===== src/rtl/timer_entry_loader_pkg.sv =====
// Shared types, widths and helpers for the microwave timer entry/loader front end.
package timer_entry_loader_pkg;

  localparam int unsigned DIGIT_W      = 4;
  localparam int unsigned CNT_W        = 3;
  localparam int unsigned BCD_MAX      = 9;
  localparam int unsigned SEC_TENS_MAX = 5;

  typedef enum logic [2:0] {
    ST_IDLE,
    ST_LOAD,
    ST_RUN,
    ST_PAUSE,
    ST_DONE
  } state_t;

  // MM:SS entry payload, most significant digit first
  typedef struct packed {
    logic [DIGIT_W-1:0] min_tens;
    logic [DIGIT_W-1:0] min_ones;
    logic [DIGIT_W-1:0] sec_tens;
    logic [DIGIT_W-1:0] sec_ones;
  } entry_t;

  // Seconds above 59 collapse to 59 so the mod6 tens counter is never loaded out of range
  function automatic entry_t normalise(input entry_t e);
    entry_t r;
    r = e;
    if (e.sec_tens > DIGIT_W'(SEC_TENS_MAX)) begin
      r.sec_tens = DIGIT_W'(SEC_TENS_MAX);
      r.sec_ones = DIGIT_W'(BCD_MAX);
    end
    return r;
  endfunction

endpackage


===== src/rtl/timer_entry_loader_if.sv =====
// Keypad/control inputs and counter-chain load/control outputs of the timer front end.
interface timer_entry_loader_if;
  import timer_entry_loader_pkg::*;

  logic               key_valid;
  logic [DIGIT_W-1:0] key_digit;
  logic               start;
  logic               stop_clear;
  logic               zero_in;

  logic [DIGIT_W-1:0] sec_ones;
  logic [DIGIT_W-1:0] sec_tens;
  logic [DIGIT_W-1:0] min_ones;
  logic [DIGIT_W-1:0] min_tens;
  logic               loadn;
  logic               enable;
  logic               cnt_clearn;
  logic               done;
  logic [CNT_W-1:0]   digit_count;

  // Keypad / counter-chain side
  modport master (
    output key_valid, key_digit, start, stop_clear, zero_in,
    input  sec_ones, sec_tens, min_ones, min_tens,
    input  loadn, enable, cnt_clearn, done, digit_count
  );

  // Timer front end side
  modport slave (
    input  key_valid, key_digit, start, stop_clear, zero_in,
    output sec_ones, sec_tens, min_ones, min_tens,
    output loadn, enable, cnt_clearn, done, digit_count
  );

endinterface


===== src/rtl/timer_entry_loader_shifter.sv =====
// BCD entry register: shifts keypad digits in from the right, counts them, clears and
// normalises on request; the visible copy always carries normalised seconds.
module bcd_entry_shifter
  import timer_entry_loader_pkg::*;
#(
  parameter int unsigned NUM_DIGITS = 4
) (
  input  logic               clock,
  input  logic               clearn,
  input  logic               shift_c,
  input  logic [DIGIT_W-1:0] digit,
  input  logic               clear_c,
  input  logic               normalise_c,
  output entry_t             entry,
  output logic [CNT_W-1:0]   digit_count,
  output logic               entry_zero_c
);

  entry_t           raw_q, raw_d;
  entry_t           view_q;
  logic [CNT_W-1:0] count_q, count_d;
  logic             accept_c;

  assign accept_c = shift_c
                    && (digit <= DIGIT_W'(BCD_MAX))
                    && (count_q < CNT_W'(NUM_DIGITS));

  // Clear beats normalise beats shift
  always_comb begin
    raw_d   = raw_q;
    count_d = count_q;
    if (clear_c) begin
      raw_d   = '0;
      count_d = '0;
    end else if (normalise_c) begin
      raw_d = normalise(raw_q);
    end else if (accept_c) begin
      raw_d   = entry_t'({raw_q.min_ones, raw_q.sec_tens, raw_q.sec_ones, digit});
      count_d = count_q + CNT_W'(1);
    end
  end

  always_ff @(posedge clock or negedge clearn) begin
    if (!clearn) begin
      raw_q   <= '0;
      view_q  <= '0;
      count_q <= '0;
    end else begin
      raw_q   <= raw_d;
      view_q  <= normalise(raw_d);
      count_q <= count_d;
    end
  end

  assign entry        = view_q;
  assign digit_count  = count_q;
  assign entry_zero_c = (raw_q == '0);

endmodule


===== src/rtl/timer_entry_loader.sv =====
// Timer front end: entry -> load -> run -> pause/done sequencing and registered
// load/enable/clear control of the mod10/mod6 down-counter chain.
module timer_entry_loader
  import timer_entry_loader_pkg::*;
#(
  parameter int unsigned NUM_DIGITS  = 4,
  parameter int unsigned DONE_CYCLES = 8
) (
  input  logic                 clock,
  input  logic                 clearn,
  timer_entry_loader_if.slave  bus
);

  localparam int unsigned HOLD_W = (DONE_CYCLES > 1) ? $clog2(DONE_CYCLES) : 1;

  state_t            state_q, state_d;
  logic [HOLD_W-1:0] hold_q, hold_d;
  logic              loadn_q, loadn_d;
  logic              enable_q, enable_d;
  logic              cnt_clearn_q, cnt_clearn_d;
  logic              done_q, done_d;

  logic              shift_c;
  logic              clear_c;
  logic              normalise_c;
  logic              entry_zero_c;
  entry_t            entry;
  logic [CNT_W-1:0]  digit_count;

  bcd_entry_shifter #(
    .NUM_DIGITS (NUM_DIGITS)
  ) u_shifter (
    .clock        (clock),
    .clearn       (clearn),
    .shift_c      (shift_c),
    .digit        (bus.key_digit),
    .clear_c      (clear_c),
    .normalise_c  (normalise_c),
    .entry        (entry),
    .digit_count  (digit_count),
    .entry_zero_c (entry_zero_c)
  );

  always_ff @(posedge clock or negedge clearn) begin
    if (!clearn) begin
      state_q      <= ST_IDLE;
      hold_q       <= '0;
      loadn_q      <= 1'b1;
      enable_q     <= 1'b0;
      cnt_clearn_q <= 1'b1;
      done_q       <= 1'b0;
    end else begin
      state_q      <= state_d;
      hold_q       <= hold_d;
      loadn_q      <= loadn_d;
      enable_q     <= enable_d;
      cnt_clearn_q <= cnt_clearn_d;
      done_q       <= done_d;
    end
  end

  // Next state and next registered control values; priority stop_clear > start > key
  always_comb begin
    state_d      = state_q;
    hold_d       = hold_q;
    loadn_d      = 1'b1;
    enable_d     = 1'b0;
    cnt_clearn_d = 1'b1;
    done_d       = 1'b0;
    shift_c      = 1'b0;
    clear_c      = 1'b0;
    normalise_c  = 1'b0;

    case (state_q)
      ST_IDLE: begin
        if (bus.stop_clear) begin
          clear_c      = 1'b1;
          cnt_clearn_d = 1'b0;
        end else if (bus.start) begin
          if (!entry_zero_c) begin
            state_d     = ST_LOAD;
            normalise_c = 1'b1;
            loadn_d     = 1'b0;
          end
        end else if (bus.key_valid) begin
          shift_c = 1'b1;
        end
      end

      ST_LOAD: begin
        state_d  = ST_RUN;
        enable_d = 1'b1;
      end

      ST_RUN: begin
        if (bus.zero_in) begin
          state_d = ST_DONE;
          hold_d  = '0;
          done_d  = 1'b1;
        end else if (bus.stop_clear) begin
          state_d = ST_PAUSE;
        end else begin
          enable_d = 1'b1;
        end
      end

      ST_PAUSE: begin
        if (bus.stop_clear) begin
          state_d      = ST_IDLE;
          clear_c      = 1'b1;
          cnt_clearn_d = 1'b0;
        end else if (bus.start) begin
          state_d  = ST_RUN;
          enable_d = 1'b1;
        end
      end

      ST_DONE: begin
        if (bus.stop_clear || (hold_q == HOLD_W'(DONE_CYCLES - 1))) begin
          state_d = ST_IDLE;
          clear_c = 1'b1;
        end else begin
          hold_d = hold_q + HOLD_W'(1);
          done_d = 1'b1;
        end
      end

      default: begin
        state_d = ST_IDLE;
      end
    endcase
  end

  assign bus.sec_ones    = entry.sec_ones;
  assign bus.sec_tens    = entry.sec_tens;
  assign bus.min_ones    = entry.min_ones;
  assign bus.min_tens    = entry.min_tens;
  assign bus.digit_count = digit_count;
  assign bus.loadn       = loadn_q;
  assign bus.enable      = enable_q;
  assign bus.cnt_clearn  = cnt_clearn_q;
  assign bus.done        = done_q;

endmodule


===== src/flat_wrapper.sv =====
// flat-port wrapper written by rule: the top's interface ports become plain ports
module timer_entry_loader_flat import timer_entry_loader_pkg::*;
#(
  parameter int unsigned NUM_DIGITS  = 4,
  parameter int unsigned DONE_CYCLES = 8
)
  (clock, clearn, bus_key_valid, bus_key_digit, bus_start, bus_stop_clear, bus_zero_in, bus_sec_ones, bus_sec_tens, bus_min_ones, bus_min_tens, bus_loadn, bus_enable, bus_cnt_clearn, bus_done, bus_digit_count);
  timer_entry_loader_if bus_i ();
  input  logic clock;
  input  logic clearn;
  input wire logic [$bits(bus_i.key_valid)-1:0] bus_key_valid;
  input wire logic [$bits(bus_i.key_digit)-1:0] bus_key_digit;
  input wire logic [$bits(bus_i.start)-1:0] bus_start;
  input wire logic [$bits(bus_i.stop_clear)-1:0] bus_stop_clear;
  input wire logic [$bits(bus_i.zero_in)-1:0] bus_zero_in;
  output wire logic [$bits(bus_i.sec_ones)-1:0] bus_sec_ones;
  output wire logic [$bits(bus_i.sec_tens)-1:0] bus_sec_tens;
  output wire logic [$bits(bus_i.min_ones)-1:0] bus_min_ones;
  output wire logic [$bits(bus_i.min_tens)-1:0] bus_min_tens;
  output wire logic [$bits(bus_i.loadn)-1:0] bus_loadn;
  output wire logic [$bits(bus_i.enable)-1:0] bus_enable;
  output wire logic [$bits(bus_i.cnt_clearn)-1:0] bus_cnt_clearn;
  output wire logic [$bits(bus_i.done)-1:0] bus_done;
  output wire logic [$bits(bus_i.digit_count)-1:0] bus_digit_count;
  assign bus_i.key_valid = bus_key_valid;
  assign bus_i.key_digit = bus_key_digit;
  assign bus_i.start = bus_start;
  assign bus_i.stop_clear = bus_stop_clear;
  assign bus_i.zero_in = bus_zero_in;
  assign bus_sec_ones = bus_i.sec_ones;
  assign bus_sec_tens = bus_i.sec_tens;
  assign bus_min_ones = bus_i.min_ones;
  assign bus_min_tens = bus_i.min_tens;
  assign bus_loadn = bus_i.loadn;
  assign bus_enable = bus_i.enable;
  assign bus_cnt_clearn = bus_i.cnt_clearn;
  assign bus_done = bus_i.done;
  assign bus_digit_count = bus_i.digit_count;
  timer_entry_loader #(.NUM_DIGITS(NUM_DIGITS), .DONE_CYCLES(DONE_CYCLES)) u_core (.clock(clock), .clearn(clearn), .bus(bus_i));
endmodule

===== config.mk =====
export PLATFORM = sky130hd
export DESIGN_NAME = timer_entry_loader_flat
export DESIGN_NICKNAME = d
export VERILOG_FILES = /design/src/rtl/timer_entry_loader_pkg.sv /design/src/rtl/timer_entry_loader_if.sv /design/src/rtl/timer_entry_loader_shifter.sv /design/src/rtl/timer_entry_loader.sv /design/src/flat_wrapper.sv
export SDC_FILE = /design/constraint.sdc
export NUM_CORES = 1
export LEC_CHECK = 0
export CAP_MARGIN = 20
export CELL_PAD_IN_SITES_DETAIL_PLACEMENT = 0
export CELL_PAD_IN_SITES_GLOBAL_PLACEMENT = 2
export CORE_ASPECT_RATIO = 1.5
export CORE_UTILIZATION = 33
export DETAILED_ROUTE_END_ITERATION = 12
export GPL_TIMING_DRIVEN = 0
export HOLD_SLACK_MARGIN = 0.02
export PLACE_DENSITY_LB_ADDON = 0.1
export SLEW_MARGIN = 20
export SYNTH_ARGS = -nofsm -noshare
export SYNTH_HDL_FRONTEND = slang
export SYNTH_SLANG_ARGS = --single-unit

===== constraint.sdc =====
create_clock -name clock -period 2.26 [get_ports clock]
set_input_delay 0.339 -clock clock [delete_from_list [all_inputs] [get_ports clock]]
set_output_delay 0.339 -clock clock [all_outputs]
set_load 0.02 [all_outputs]

# Yosys cells after proc, flatten, opt, wreduce, memory -nomap -nowiden
# Index checks and enable logic that the tools add are counted.
[op_classes]
add_sub_neg = 2
n_mul = 0
n_div = 0
n_lt_le_gt_ge = 4
eq_ne = 14
n_shift = 0
muxes = 44
n_bitwise = 0
reduce_logical = 11
[ops]
columns = ["op", "n"]
rows = [
  ["16-bit two-way mux", 3],
  ["3-bit two-way mux", 13],
  ["1-bit two-way mux", 21],
  ["16-bit zero test", 1],
  ["8-bit two-way mux", 2],
  ["3-bit case mux with 5 select lines", 1],
  ["2-bit != test, second input constant", 5],
  ["4-bit by 3-bit > comparator with 1-bit output, second input constant", 2],
  ["3-bit by 1-bit adder with 3-bit output, second input constant", 2],
  ["3-bit by 2-bit == test with 1-bit output, second input constant", 2],
  ["3-bit == test, second input constant", 2],
  ["3-bit != test, second input constant", 2],
  ["3-bit case mux with 2 select lines", 1],
  ["6-bit AND reduction", 1],
  ["4-bit <= comparator, second input constant", 1],
  ["2-bit by 1-bit != test with 1-bit output, second input constant", 2],
  ["1-bit case mux with 2 select lines", 2],
  ["2-bit nonzero test", 2],
  ["3-bit by 1-bit == test with 1-bit output, second input constant", 1],
  ["3-bit zero test", 1],
  ["3-bit < comparator, second input constant", 1],
  ["1-bit case mux with 3 select lines", 1],
  ["3-bit AND reduction", 1],
  ["1-bit logical AND", 2],
  ["other kinds (3)", 3],
]
[totals]
reg_bits = 37
latch_bits = 0
ram_bits = 0
mem_bits_ro = 0
in_bits = 10
out_inout_bits = 23
wordCells = 88
n_memories = 0

# Logic depth before layout (Yosys ltp)
# Gate-level depths: netlist of the first run.
[depth]
depth_word = 11
depth_mapped = 8
ltp_nobuf = 7

# Cells and area by module
# Synthesis of the first run repeated with hierarchy kept, for this count alone.
[hier_totals]
cells_unflattened = 180
area_unflattened_um2 = 1816.7
[by_module_without_submodules]
columns = ["module", "n_inst", "cells_each", "area_each_um2", "seq_area_each_um2"]
rows = [
  ["bcd_entry_shifter", 1, 128, 1285.0, 675.6],
  ["timer_entry_loader", 1, 52, 531.8, 252.7],
]

# Worst setup path after synthesis of the first run
# No wires, ideal clock.
[synth_path]
path_kind = "register to register"
start = "register u_core.hold_q[0]"
end = "register u_core.u_shifter.view_q, in the netlist u_core.u_shifter.entry[1]"
setup_ps = 144
t_arrival_ps = 1854
t_required_ps = 2116
path_slack_ps = 262
stages_incl_launch_ff = 8
path_buffers = 0
period_less_slack_ps = 1998
cell_sequence = "dfrtp_1 ha_1 ha_1 and4bb_2 a221oi_2 o21ai_0 a221oi_4 a211oi_1"
[synth_rtl]
columns = ["element", "line_no", "source"]
rows = [
  ["from (decl)", "timer_entry_loader.sv:17", "logic [HOLD_W-1:0] hold_q, hold_d;"],
  ["from (signal assigned)", "timer_entry_loader.sv:54", "hold_q <= hold_d;"],
  ["to (signal assigned)", "timer_entry_loader_shifter.sv:50", "view_q <= normalise(raw_d);"],
  ["to (decl)", "timer_entry_loader_shifter.sv:20", "entry_t view_q;"],
]

==> results of run 1 <==
==> registers in the layout, summed over array words and instances (netlist names) <==
signal / cells
u_core.bus.cnt_clearn: 1
u_core.bus.done: 1
u_core.bus.enable: 1
u_core.bus.loadn: 1
u_core.hold_q: 3
u_core.state_q: 3
u_core.u_shifter.digit_count: 3
u_core.u_shifter.entry: 16
u_core.u_shifter.raw_q: 8
==> worst max-delay path: cells and delay by family <==
family / cells / cell delay [ps]
compound gates: 3 / 830
buf+inv: 2 / 640
simple gates: 2 / 530
==> kinds of logic after synthesis <==
family / count (synthesis) / share of synthesized area
AOI/OAI and AO/OA: 44 / 0.201
adders and majority gates: 3 / 0.0211
buffers and inverters: 24 / 0.0793
DFF: 37 / 0.521
muxes: 3 / 0.0182
other: 1 / 0.00210
and+or+nand+nor: 45 / 0.157
==> stage by stage <==
| step | std cells | power (mW) | cell area (um^2) | worst slack [ps] |
|---|---|---|---|---|
| finish | 270 | 2.44 | 2380 | 102 |
| global route | 270 | 2.62 | 2380 | -8.21 |
| CTS | 268 | 2.41 | 2330 | 9.59 |
| detailed placement | 257 | 1.88 | 2200 | -291 |
| global placement | 256 | 1.87 | 2180 | -271 |
| floorplan | 157 | 1.55 | 1780 | 262 |
==> worst paths after layout <==
kind,startpoint,end,slack (ps),cells past startpoint
max in group asynchronous,clearn,u_core.bus.loadn$_DFF_PN1_,1270,3
min in group asynchronous,clearn,u_core.u_shifter.entry[13]$_DFFE_PN0P_,480,2
min reg2reg,u_core.hold_q[1]$_DFFE_PN0P_,u_core.hold_q[1]$_DFFE_PN0P_,510,1
min,bus_stop_clear,u_core.state_q[1]$_DFFE_PN0P_,410,4
max,bus_start,u_core.u_shifter.entry[3]$_DFF_PN0_,100,7
max reg2reg,u_core.hold_q[0]$_DFFE_PN0P_,u_core.u_shifter.entry[5]$_DFF_PN0_,120,7
==> cell usage in the layout (no fill, tap or decap), types with 2 or more instances in the layout <==
master and instances:
a211oi_1 5, inv_6 2, buf_6 2, a21oi_1 10
nor3_1 2, a311o_1 2, mux2_2 2, dfstp_2 2
nor4_1 3, a22o_1 11, inv_1 10, nor2_1 9
buf_4 13, a211o_1 3, clkbuf_8 5, nand2_1 7
nand2b_1 2, clkdlybuf4s50_1 30, and2_1 3, dfrtp_1 35
ha_1 2, o21ai_0 6, buf_2 3, a221oi_4 2
and3_1 2
==> power by group <==
group | internal, mW | total, mW | switching (mW)
combinational | 0.471 | 1.03 | 0.563
sequential | 0.813 | 0.924 | 0.111
clock | 0.224 | 0.480 | 0.255
total | 1.51 | 2.44 | 0.929
==> routing by layer <==
metal / vias to the layer above / share of wire / track usage
li1: 653 / - / -
met1: 670 / 0.44 / 0.210
met2: 27 / 0.50 / 0.243
met3: 7 / 0.033 / 0.0324
met4: 0 / 0.020 / 0.0574
met5: - / 0 / 0
==> final cells by class <==
cell class,instances,area [um^2]
Inverter,10,37.5
Clock inverter,3,25.0
Fill cell,504,2780
Tap cell,68,85.1
Multi-Input combinational cell,96,763
Timing Repair Buffer,37,373
Clock buffer,5,68.8
Sequential cell,37,928
Buffer,14,104
==> what timing repair did <==
item,CTS,global route
endpoints found under the setup margin,7,9
setup buffers,2,2
hold endpoints to repair,12,0
resized for setup,1,9
hold buffers,1,0
gates cloned,0,0
==> results.cfg, run 1 <==
[outcome]
status = finished clean

[timing]
hold_viol_final = 0
slew_violations = 0
finalCritPeriodShare = 0.955
finalClockSkew_ps = 6.40
setup_viol = 0
fmax_ghz = 0.463
hold_slack_ps = 410
rsz0062_at_grt = true
tns_ps = 0
period_needed_ps = 2160

[setup_path]
cp.required_ps = 2440
endpoint_kind = register
path_cells = clkdlybuf4s50_1 > nor4b_4 > and3_1 > buf_6 > a21oi_4 > a311o_4 > a211o_1
path_class = primary input to register
slowest_delay_ps = 500
cp_max_fo = 8
arrival_ps = 2340
startpoint_type = primary input
slowest_stage = clkdlybuf4s50_1

[yosys]
synth_commonest_cells = dfrtp_1 (35), a22o_1 (11), a21oi_1 (10), inv_1 (10)
netlist.area_leader.share = 0.491
synth-main-ff-cell = dfrtp_1
synth_top_cell_by_area = dfrtp_1
synth_seq_cells = 37
seq_area_frac_synth = 0.521
synth_edf_count = 0
syn_area_mm2 = 0.00178
async_flop_share = 1.00
avgSynthCellArea_um2 = 11.4
syn-num-nets = 170
yosysWarnings = 0
synthCells = 157
ys_types = 44
synth_area_leaders = dfrtp_1 (49%), a22o_1 (5.4%), buf_4 (3.8%), dfstp_2 (2.9%), a21oi_1 (2.8%)
yosysMostFrequentCell = dfrtp_1

[power]
ir_drop_mv = 0.556
leakage_nw = 1.10
p_per_area_mw_per_mm2 = 1020

[global_route]
grt_max_degree = 25
grt.total_usage = 0.157
grt_overflow = 0
grt_pass1_wl_um = 6670
antenna_found_initial = 0
grt_pass1_vias = 1366

[cts]
root_buffer = clkbuf_8
cts-buffers-inserted = 5
cts.path.max_buffers = 2
clkSinkCount = 37
cts_tree = yes
htreeDepth = 2
path_clk_slew_ps = 80
clock_latency_ps = 290

[final_layout]
area_growth_syn_to_layout_pct = 33.8
nets = 214
final_util = 0.462
drive_above_1_share = 0.238
diodes = 0

[placement]
dp_hpwl_um = 2920
io_buffers = 31
gp_congestion = 0.798

[routing]
wirelength_um = 3870
routed_via_density = 5.03
drcViolationCount = 0
num_vias = 1357
drt_iter0_drc = 35
ant_nets = 0
post_drt_wl_per_cell_um = 14.3
drt_first_pass_iters = 3

[min_path]
hold_class = primary input to register

[floorplan]
die_w_um = 62.0
start_util = 0.345
rows = 32
dieHeight_um = 92.0
coreArea_mm2 = 0.00516
dieArea_mm2 = 0.00571
ios = 33

[run]
cap_viol_max_count = 0
Note: power is estimated with default switching activity, not from simulation.
==> run 2, diff against run 1 <==
--- a/config.mk
+++ b/config.mk
@@ -9,7 +9,7 @@
 export CELL_PAD_IN_SITES_DETAIL_PLACEMENT = 0
 export CELL_PAD_IN_SITES_GLOBAL_PLACEMENT = 2
 export CORE_ASPECT_RATIO = 1.5
-export CORE_UTILIZATION = 33
+export CORE_UTILIZATION = 32
 export DETAILED_ROUTE_END_ITERATION = 12
 export GPL_TIMING_DRIVEN = 0
 export HOLD_SLACK_MARGIN = 0.02
@@ -17,4 +17,5 @@
 export SLEW_MARGIN = 20
 export SYNTH_ARGS = -nofsm -noshare
 export SYNTH_HDL_FRONTEND = slang
+export SYNTH_HIERARCHICAL = 1
 export SYNTH_SLANG_ARGS = --single-unit
==> run 2 against run 1 <==
Compared with the run above: the run now ends with setup timing left; critical path depth decreased by 1; synthesized cell count grew 15%; non-clock buffer count increased by 7; setup slack lost 190 ps; sequential share of layout area is 2.3 points lower; via count grew 7.9%; critical path type is now register to register; critical endpoint is now u_core/u_shifter/entry[1]$_DFF_PN0_; largest power group unchanged.
==> results.cfg, run 2 <==
[timing]
slew_violations = 0
rsz0062_at_grt = true
fmax_ghz = 0.426
setup_viol = 5
period_needed_ps = 2350
finalCritPeriodShare = 1.04
setup_ws_ps = -86.0
hold_viol_final = 0
finalClockSkew_ps = 5.51

[global_route]
grt_pass1_wl_um = 7400
grt_max_degree = 21
antenna_found_initial = 0
grt_pass1_vias = 1558
grt.total_usage = 0.164
grt_overflow = 0

[yosys]
yosysMostFrequentCell = dfrtp_1
syn_area_mm2 = 0.00182
seq_area_frac_synth = 0.511
avgSynthCellArea_um2 = 10.1
synth_seq_cells = 37
synthCells = 180
netlist.area_leader.share = 0.482
synth-adder-area-share = 0.0207
synth_top_family_by_area = simple AND/OR/NAND/NOR gates
syn-num-nets = 193
synth_top_cell_by_area = dfrtp_1
async_flop_share = 1.00
synth_area_leaders = dfrtp_1 (48%), a21oi_1 (5.0%), nand2_1 (4.5%), buf_4 (3.7%), dfstp_2 (2.9%)
synth_edf_count = 0
synth-main-ff-cell = dfrtp_1
synth_mux_area_frac = 0.0234
yosys.area_share.simple = 0.193
synth_xor_area_frac = 0.00964
yosysWarnings = 6
synth_compound_area_frac = 0.158
synth_commonest_cells = dfrtp_1 (35), nand2_1 (22), a21oi_1 (18)
ys_types = 51

[run]
cap_viol_max_count = 0

[min_path]
hold_end = u_core/state_q[2]$_DFFE_PN0P_
hold_path_depth = 3
hold_class = primary input to register
hp-start = bus_stop_clear

[power]
p_comb_frac = 0.399
p_seq_frac = 0.385
switching_share = 0.344
ir_drop_mv = 0.485
p_clk_frac = 0.216
p_per_area_mw_per_mm2 = 917
p_sw_mw = 0.801
leakage_nw = 1.13
p_int_mw = 1.53

[final_layout]
diodes = 0
drive_above_1_share = 0.278
nets = 242
layout_commonest_cell = dfrtp_1
largest_reg_flops = 16
layout_common_cells = dfrtp_1 (34), clkdlybuf4s50_1 (30), nand2_1 (21), buf_4 (17), a21oi_1 (16)
n_fill_cell = 563
area_growth_syn_to_layout_pct = 39.8
final_cell_area_mm2 = 0.00254

[floorplan]
rows = 33
die_w_um = 63.5
dieArea_mm2 = 0.00599
ios = 33
dieHeight_um = 94.3
start_util = 0.333
coreArea_mm2 = 0.00545

[setup_path]
timing.rr.start = u_core/state_q[2]$_DFFE_PN0P_
rrSetupSlack_ps = -90
crit_path_start = u_core/state_q[2]$_DFFE_PN0P_
cp_max_fo = 7
arrival_ps = 2520
path_class = register to register
r2r-end = u_core/u_shifter/entry[1]$_DFF_PN0_
startpoint_type = register
cp.required_ps = 2430
rr_worst_depth = 6
endpoint_kind = register

[cts]
clkSinkCount = 37
clock_latency_ps = 280
path_clk_slew_ps = 70
root_buffer = clkbuf_8
cts_tree = yes
cts.path.max_buffers = 2
htreeDepth = 2
cts-buffers-inserted = 5

[outcome]
status = complete, but fails checks
violations = setup timing

[routing]
drt_first_pass_iters = 4
drcViolationCount = 0
wirelength_um = 4350
post_drt_wl_per_cell_um = 14.5
routed_via_density = 4.88
num_vias = 1464
ant_nets = 0
drt_iter0_drc = 47

[placement]
postPlaceCellArea_mm2 = 0.00226
pre_cts_ws_ps = -671
dp_hpwl_um = 3240
gp_congestion = 0.836
io_buffers = 32
-- run 2: cell count changes after synthesis, sizes merged, moves of 3 or more --
cell	before	now
a211oi	5	1
a311o	3	0
nand3b	0	4
a22o	11	0
nand2	7	22
a21oi	11	18
-- run 2: power by group through the flow --
stage / registers (mW) / logic, mW / clock network [mW]
6_report: 0.897 / 0.930 / 0.502
5_1_grt: 0.910 / 1.03 / 0.555
2_1_floorplan: 0.973 / 0.452 / 0
4_1_cts: 0.895 / 0.929 / 0.520
3_3_place_gp: 0.920 / 0.800 / 0
3_5_place_dp: 0.919 / 0.810 / 0
-- run 2: metrics by stage --
step                hold WS (ps)  utilization  std cells  power (mW)  TNS (ps)
finish                       481        0.466        300        2.33      -221
global route                 488        0.466        300        2.50      -874
CTS                          471        0.461        300        2.34      -297
detailed placement           320        0.415        283        1.73    -12610
global placement             534        0.410        282        1.72    -13200
floorplan                   43.4            -        180        1.43     -32.7
-- run 2: kinds of logic after synthesis --
family,Yosys count
xor+xnor,2
compound gates,43
flops,37
mux,4
fa+ha+maj,3
simple gates,62
other cells,1
buf+inv,28
-- run 2: how the worst max path moves through the flow --
stage                                           to
6_report       u_core/u_shifter/entry[1]$_DFF_PN0_
5_1_grt        u_core/u_shifter/entry[2]$_DFF_PN0_
4_1_cts        u_core/u_shifter/entry[1]$_DFF_PN0_
3_5_place_dp   u_core/u_shifter/entry[2]$_DFF_PN0_
3_3_place_gp   u_core/u_shifter/entry[4]$_DFF_PN0_
2_1_floorplan  u_core/u_shifter/raw_q[2]$_DFF_PN0_
-- run 2: area by class of cell --
type,count,area [um^2],area share
sequential,37,930,0.366
inverter,12,47.5,0.0187
clock buffer,7,96.3,0.0379
buffer,16,125,0.0493
timing repair buffer,42,413,0.163
clock inverter,1,5.00,0.00197
multi-input combinational,115,836,0.329
tap,70,87.6,0.0345
-- run 2: what timing repair did --
item | CTS | global route
setup buffers | 8 | 0
hold endpoints to repair | 17 | 0
resized for setup | 20 | 11
cloned | 0 | 0
setup endpoints to repair | 25 | 23
pin swaps | 8 | 3
hold buffers | 1 | 0
-- run 2: metal layers --
| layer | GRT usage | share of wire | vias to the layer above | routed length [um] |
|---|---|---|---|---|
| met5 | 0 | 0 | - | 0 |
| met4 | 0.0720 | 0.023 | 0 | 98 |
| met3 | 0.0303 | 0.036 | 8 | 157 |
| met2 | 0.304 | 0.55 | 32 | 2400 |
| met1 | 0.176 | 0.39 | 708 | 1690 |
| li1 | - | - | 716 | - |
-- run 2: critical path: stages, from the launching register on --
cell and delay, ps:
dfrtp_2 420, or4_4 510, or3b_4 440, inv_4 90, a21oi_1 70, a221o_2 450
o2111a_1 250
